[src/rtl/alu_issue_ctrl_if.sv]
// Bundle of request, ALU-side and result signals for the ALU issue controller.
// The slave modport is the controller's view; master is the surrounding environment.
`timescale 1ns/1ps

interface alu_issue_ctrl_if #(
    parameter int WIDTH = 32,
    parameter int CNT_W = 16
);
    logic             in_valid;
    logic             in_ready;
    logic [WIDTH-1:0] in_a;
    logic [WIDTH-1:0] in_b;
    logic [2:0]       in_sel;

    logic [WIDTH-1:0] alu_a;
    logic [WIDTH-1:0] alu_b;
    logic [2:0]       alu_sel;
    logic             alu_enable;
    logic [WIDTH-1:0] alu_salida;

    logic             out_valid;
    logic             out_ready;
    logic [WIDTH-1:0] out_result;
    logic             out_error;
    logic [CNT_W-1:0] op_count;
    logic [CNT_W-1:0] err_count;

    modport slave (
        input  in_valid, in_a, in_b, in_sel, alu_salida, out_ready,
        output in_ready, alu_a, alu_b, alu_sel, alu_enable,
               out_valid, out_result, out_error, op_count, err_count
    );

    modport master (
        output in_valid, in_a, in_b, in_sel, alu_salida, out_ready,
        input  in_ready, alu_a, alu_b, alu_sel, alu_enable,
               out_valid, out_result, out_error, op_count, err_count
    );
endinterface

[src/rtl/alu_issue_ctrl.sv]
// Issue controller for the 32-bit ALU: accepts a request, drives the ALU for one
// cycle, captures its result and holds it until the downstream handshake.
`timescale 1ns/1ps

module alu_issue_ctrl #(
    parameter int WIDTH = 32,
    parameter int CNT_W = 16
) (
    input  logic             clk,
    input  logic             rst,
    alu_issue_ctrl_if.slave  bus
);
    typedef enum logic [1:0] {IDLE, EXEC, DONE} state_e;

    state_e           state_q, state_d;
    logic [WIDTH-1:0] alu_a_q, alu_a_d;
    logic [WIDTH-1:0] alu_b_q, alu_b_d;
    logic [2:0]       alu_sel_q, alu_sel_d;
    logic [WIDTH-1:0] result_q, result_d;
    logic             error_q, error_d;
    logic [CNT_W-1:0] op_cnt_q, op_cnt_d;
    logic [CNT_W-1:0] err_cnt_q, err_cnt_d;
    logic             sel_supported;

    always_ff @(posedge clk) begin
        if (rst) begin
            state_q   <= IDLE;
            alu_a_q   <= '0;
            alu_b_q   <= '0;
            alu_sel_q <= '0;
            result_q  <= '0;
            error_q   <= 1'b0;
            op_cnt_q  <= '0;
            err_cnt_q <= '0;
        end else begin
            state_q   <= state_d;
            alu_a_q   <= alu_a_d;
            alu_b_q   <= alu_b_d;
            alu_sel_q <= alu_sel_d;
            result_q  <= result_d;
            error_q   <= error_d;
            op_cnt_q  <= op_cnt_d;
            err_cnt_q <= err_cnt_d;
        end
    end

    always_comb begin
        state_d       = state_q;
        alu_a_d       = alu_a_q;
        alu_b_d       = alu_b_q;
        alu_sel_d     = alu_sel_q;
        result_d      = result_q;
        error_d       = error_q;
        op_cnt_d      = op_cnt_q;
        err_cnt_d     = err_cnt_q;
        sel_supported = (bus.in_sel != 3'b101) && (bus.in_sel != 3'b110);

        case (state_q)
            IDLE: begin
                if (bus.in_valid) begin
                    alu_a_d   = bus.in_a;
                    alu_b_d   = bus.in_b;
                    alu_sel_d = bus.in_sel;
                    // Unsupported opcodes skip the ALU and complete as an error
                    if (sel_supported) begin
                        state_d = EXEC;
                    end else begin
                        state_d  = DONE;
                        result_d = '0;
                        error_d  = 1'b1;
                    end
                end
            end
            EXEC: begin
                result_d = bus.alu_salida;
                error_d  = 1'b0;
                state_d  = DONE;
            end
            DONE: begin
                if (bus.out_ready) begin
                    state_d = IDLE;
                    if (error_q) begin
                        err_cnt_d = err_cnt_q + CNT_W'(1);
                    end else begin
                        op_cnt_d = op_cnt_q + CNT_W'(1);
                    end
                end
            end
            default: state_d = IDLE;
        endcase
    end

    assign bus.in_ready   = (state_q == IDLE);
    assign bus.alu_enable = (state_q == EXEC);
    assign bus.out_valid  = (state_q == DONE);
    assign bus.alu_a      = alu_a_q;
    assign bus.alu_b      = alu_b_q;
    assign bus.alu_sel    = alu_sel_q;
    assign bus.out_result = result_q;
    assign bus.out_error  = error_q;
    assign bus.op_count   = op_cnt_q;
    assign bus.err_count  = err_cnt_q;
endmodule

[src/flat_wrapper.sv]
// flat-port wrapper written by rule: the top's interface ports become plain ports
module alu_issue_ctrl_flat 
#(
    parameter int WIDTH = 32,
    parameter int CNT_W = 16
)
  (clk, rst, bus_in_valid, bus_in_a, bus_in_b, bus_in_sel, bus_alu_salida, bus_out_ready, bus_in_ready, bus_alu_a, bus_alu_b, bus_alu_sel, bus_alu_enable, bus_out_valid, bus_out_result, bus_out_error, bus_op_count, bus_err_count);
  alu_issue_ctrl_if #(.WIDTH(WIDTH), .CNT_W(CNT_W)) bus_i ();
  input  logic clk;
  input  logic rst;
  input wire logic [$bits(bus_i.in_valid)-1:0] bus_in_valid;
  input wire logic [$bits(bus_i.in_a)-1:0] bus_in_a;
  input wire logic [$bits(bus_i.in_b)-1:0] bus_in_b;
  input wire logic [$bits(bus_i.in_sel)-1:0] bus_in_sel;
  input wire logic [$bits(bus_i.alu_salida)-1:0] bus_alu_salida;
  input wire logic [$bits(bus_i.out_ready)-1:0] bus_out_ready;
  output wire logic [$bits(bus_i.in_ready)-1:0] bus_in_ready;
  output wire logic [$bits(bus_i.alu_a)-1:0] bus_alu_a;
  output wire logic [$bits(bus_i.alu_b)-1:0] bus_alu_b;
  output wire logic [$bits(bus_i.alu_sel)-1:0] bus_alu_sel;
  output wire logic [$bits(bus_i.alu_enable)-1:0] bus_alu_enable;
  output wire logic [$bits(bus_i.out_valid)-1:0] bus_out_valid;
  output wire logic [$bits(bus_i.out_result)-1:0] bus_out_result;
  output wire logic [$bits(bus_i.out_error)-1:0] bus_out_error;
  output wire logic [$bits(bus_i.op_count)-1:0] bus_op_count;
  output wire logic [$bits(bus_i.err_count)-1:0] bus_err_count;
  assign bus_i.in_valid = bus_in_valid;
  assign bus_i.in_a = bus_in_a;
  assign bus_i.in_b = bus_in_b;
  assign bus_i.in_sel = bus_in_sel;
  assign bus_i.alu_salida = bus_alu_salida;
  assign bus_i.out_ready = bus_out_ready;
  assign bus_in_ready = bus_i.in_ready;
  assign bus_alu_a = bus_i.alu_a;
  assign bus_alu_b = bus_i.alu_b;
  assign bus_alu_sel = bus_i.alu_sel;
  assign bus_alu_enable = bus_i.alu_enable;
  assign bus_out_valid = bus_i.out_valid;
  assign bus_out_result = bus_i.out_result;
  assign bus_out_error = bus_i.out_error;
  assign bus_op_count = bus_i.op_count;
  assign bus_err_count = bus_i.err_count;
  alu_issue_ctrl #(.WIDTH(WIDTH), .CNT_W(CNT_W)) u_core (.clk(clk), .rst(rst), .bus(bus_i));
endmodule
[config.mk]
export PLATFORM = sky130hd
export DESIGN_NAME = alu_issue_ctrl_flat
export DESIGN_NICKNAME = d
export VERILOG_FILES = /design/src/rtl/alu_issue_ctrl_if.sv /design/src/rtl/alu_issue_ctrl.sv /design/src/flat_wrapper.sv
export SDC_FILE = /design/constraint.sdc
export NUM_CORES = 1
export LEC_CHECK = 0
export CAP_MARGIN = 20
export CORE_MARGIN = 2
export CORE_UTILIZATION = 43
export DETAILED_ROUTE_END_ITERATION = 12
export PLACE_DENSITY_LB_ADDON = 0.05
export SETUP_SLACK_MARGIN = 0.02
export SYNTH_ARGS = -nofsm -noshare
export SYNTH_HDL_FRONTEND = slang
export SYNTH_SLANG_ARGS = --single-unit
[constraint.sdc]
create_clock -name clk -period 3.4 [get_ports clk]
set_clock_uncertainty 0.05 [all_clocks]
set_input_delay 0.51 -clock clk [delete_from_list [all_inputs] [get_ports clk]]
set_output_delay 0.51 -clock clk [all_outputs]
set_load 0.01 [all_outputs]
==> out/metrics.sh <==
RUN_STATUS='finished, final reports clean'
REG2REG_SLACK_NS=1.26
WL_UM=14370
POST-ROUTE-PERIOD-UTIL=0.6747
LARGEST_FAMILY_OF_LOGIC_CELLS_BY_SYNTHESIZED_AREA='simple AND/OR/NAND/NOR gates'
ANTENNA_VIOLATING_NETS_POST_ROUTE=0
FIRSTDRTPASSITERS=4
INSERTEDDIODECOUNT=0
TIMING_HOLD_VIOLATIONS_FINAL=0
GPL_CONGESTION=0.8699
AREA.GROWTH.SYNTH_TO_FINAL_PCT=64.45
POST-DP-HPWL_UM=10260
CP_DATA_ARRIVAL_TIME_NS=1.73
TOTAL_OF_CELLS_RESIZED_AFTER_CLOCK_TREE_SYNTHESIS=0
DRC=0
BOUNDARYPINS=238
WORST_HOLD_PATH_TYPE='flop to flop'
GRTUSAGETOTAL=0.2369
SYNTHXORXNORAREAFRAC=0.03601
WORST_HOLD_PATH.NUM_CELLS=2
MAX-CAP-VIOLATIONS=0
TIMING_MAX_TRANSITION_VIOLATIONS_FINAL=0
SYNTH-COMPOUND-AREA-SHARE=0.1538
WORSTREG2REGEND='u_core.bus.op_count[15]'
LIBRARY_CELL_USED_AS_CLOCK_ROOT_BUFFER='sky130_fd_sc_hd__clkbuf_16'
POSTSYNTHAREAPERCELL_UM2=8.749
SETUP_SLACK_NS=1.106
CLOCK-SINKS=134
YOSYSUNIQUECELLTYPES=37
POSTSYNTHREGISTERBITS=134
CRITICALPATHCATEGORY='flop to output pin'
FP.DIEW_UM=110.4
R2R.WORST_PATH.CELLS=4
CORE_REGION_AREA_UM2=10940
SYNTH_AREA_UM2=4865
ENDPOINT_KIND='output pin'
H-TREE-DEPTH=4
MAX_CLOCK_FREQ_GHz=0.4359
FINISH.NET_COUNT=887
SYNTH_SIMPLE_GATE_AREA_SHARE=0.2137
SLEW-LIMIT-HEADROOM=0.4221
MOST-COMMON-LAYOUT-CELLS='236 x sky130_fd_sc_hd__clkdlybuf4s50_1, 150 x sky130_fd_sc_hd__nand2_1, 134 x sky130_fd_sc_hd__dfxtp_1'
ASYNCSETRESETFLOPFRACSYNTH=0
NUM_VIAS=4727
GRT_PASS1_WL_UM=21900
CTS_SETUP_BUFFERS=0
FILL_CELLS=868
WORST_IR_DROP_VDD_V=0.0003512
SETUP_VIOL_COUNT_FINAL=0
SYNTH.NET_COUNT=661
DIE_OUTLINE_AREA_UM2=12180
ARITHMETIC_CELL_SHARE_OF_THE_SYNTHESIZED_AREA_COUNTING_FULL_ADDERS_HALF_ADDERS_AND_MAJORITY_GATES=0.005144
HOLD_BUFFERS=0
SYNTH_CELLS=556
FINAL_COMMON_CELL='sky130_fd_sc_hd__clkdlybuf4s50_1'
WORSTHOLDSTART='u_core.bus.alu_b[26]'
PLACEMENT.IO_BUFFERS=237
DRTITER0DRC=282
SEQ_AREA_FRAC_SYNTH=0.5514
GRT_SETUP_UNREPAIRED='false'
YOSYS_WARNINGS=0
INITIAL_UTILIZATION=0.4449
FIN_TNS_SETUP_NS=0
RR_STARTPOINT='u_core.state_q[1]'
GRT_PASS1_VIAS=4542
DETAIL_ROUTE.WL_PER_CELL_UM=15.36
WHS_ENDPOINT='u_core.bus.alu_b[26]'
GRT_REMAINING_OVERFLOW=0
DIE_HEIGHT_UM=110.4
STATIC-LEAKAGE-POWER_nW=2.926
MUXSHAREOFSYNTHAREA=0.004630
PIN_SLEW_WITH_THE_LEAST_HEADROOM_TO_ITS_LIMIT_NS=0.8668
CLOCK_PATH_BUFFERS=2
LAYOUT-DRIVE-GT1-SHARE=0.06289
CTS-BUFFERS-INSERTED=17
WORSTPATHREQUIRED_NS=2.84
PRE_CTS_WS_NS=0.7540
FINAL_PERIOD_MINUS_WORST_SETUP_SLACK_NS=2.294
SYNTH-MAIN-FF-CELL='sky130_fd_sc_hd__dfxtp_1'
PIN_COUNT_OF_THE_BIGGEST_NET_ENTERING_GLOBAL_ROUTING=88
WORST_SETUP_PATH_START_KIND='flop'
VIA_PER_INST=5.056
CLOCK_LATENCY_NS=0.41
SYNTH_ENABLE_FLOP_CELLS=0
PLACEMENTROWS=38
POWER_DENSITY_OVER_CELL_AREA_nW_PER_UM2=539.0
ANTENNA_FOUND_INITIAL=0
CLKSLEWWORSTSETUPHOLDPATHS_NS=0.05
TIMING.CRITICAL_PATH.FANOUT_MAX=9
CTS_TREE='yes'
[metrics by stage]
stage,std cells,util,hold slack (ns),instance area [µm²],total power [mW]
after floorplan,556,-,0.4305,4865,1.932
after CTS,935,0.7316,0.4047,8000,4.338
after detailed placement,903,0.6693,0.3969,7320,2.257
final,935,0.7316,0.4024,8000,4.312
after global placement,903,0.6693,0.3911,7320,2.245
after global routing,935,0.7316,0.4215,8000,4.461
[state kept, by name, summed over array words and instances (netlist names)]
| signal | flops |
|---|---|
| u_core.bus.alu_a | 32 |
| u_core.bus.alu_b | 32 |
| u_core.bus.alu_sel | 3 |
| u_core.bus.err_count | 16 |
| u_core.bus.op_count | 16 |
| u_core.bus.out_error | 1 |
| u_core.bus.out_result | 32 |
| u_core.state_q | 2 |
[critical path, cell delays in order (launching register included)]
cell and delay [ns]:
sky130_fd_sc_hd__dfxtp_1 0.48, sky130_fd_sc_hd__inv_1 0.10, sky130_fd_sc_hd__nor2_1 0.18, sky130_fd_sc_hd__clkdlybuf4s50_1 0.57
[synthesized netlist by cell type, types with 5 or more instances]
cell	count	area, µm²
sky130_fd_sc_hd__or3_1	6	37.54
sky130_fd_sc_hd__nand4_1	9	56.30
sky130_fd_sc_hd__nor4_1	6	37.54
sky130_fd_sc_hd__dfxtp_1	134	2683
sky130_fd_sc_hd__xor2_1	6	52.55
sky130_fd_sc_hd__xnor2_1	14	122.6
sky130_fd_sc_hd__o21ai_0	7	35.03
sky130_fd_sc_hd__inv_1	6	22.52
sky130_fd_sc_hd__nor3_1	8	40.04
sky130_fd_sc_hd__clkbuf_1	30	112.6
sky130_fd_sc_hd__nand3_1	6	30.03
sky130_fd_sc_hd__a22o_1	32	280.3
sky130_fd_sc_hd__nand2_1	151	566.8
sky130_fd_sc_hd__nor2_1	27	101.4
sky130_fd_sc_hd__a21oi_1	77	385.4
sky130_fd_sc_hd__buf_2	5	25.02
sky130_fd_sc_hd__nor2b_1	5	31.28
[power by group]
part	switching (mW)	total (mW)	internal, mW
clock	0.674	2.09	1.42
combinational	0.233	0.528	0.295
sequential	0.0447	1.69	1.65
[layout make-up]
cell class,count,area (µm²),area share
clock buffers,20,456.7,0.05708
repair buffers,244,2422,0.3028
inverters,6,22.52,0.002815
well taps,140,175.2,0.02190
clock inverters,12,224.0,0.02800
multi-input cells,379,2017,0.2521
flip-flops and latches,134,2683,0.3353
[worst max-delay path by stage]
stage,cells past startpoint,endpoint,from
after global routing,3,bus_out_valid,u_core.state_q[1]
after global placement,5,u_core.bus.op_count[15],bus_out_ready
final,3,bus_out_valid,u_core.state_q[1]
after floorplan,5,u_core.bus.err_count[14],u_core.bus.err_count[0]
after detailed placement,5,u_core.bus.op_count[15],bus_out_ready
after CTS,3,bus_out_valid,u_core.state_q[1]
[logic make-up (layout without fill, tap and decap cells)]
group	Yosys count	count (layout)
buffers and inverters	43	282
flip-flops	134	134
multiplexers	2	2
AO/OA/AOI/OAI	122	122
adder cells (fa/ha/maj)	2	2
AND/OR/NAND/NOR	233	233
XOR/XNOR	20	20
[layer usage]
layer	global-route usage	up-vias	wire, µm
met5	0	-	0
met4	0.1214	0	485
met3	0.1023	34	1337
met2	0.3769	193	6881
met1	0.2708	2157	5662
li1	-	2343	-
No activity file was read; power rests on OpenSTA's default activity.
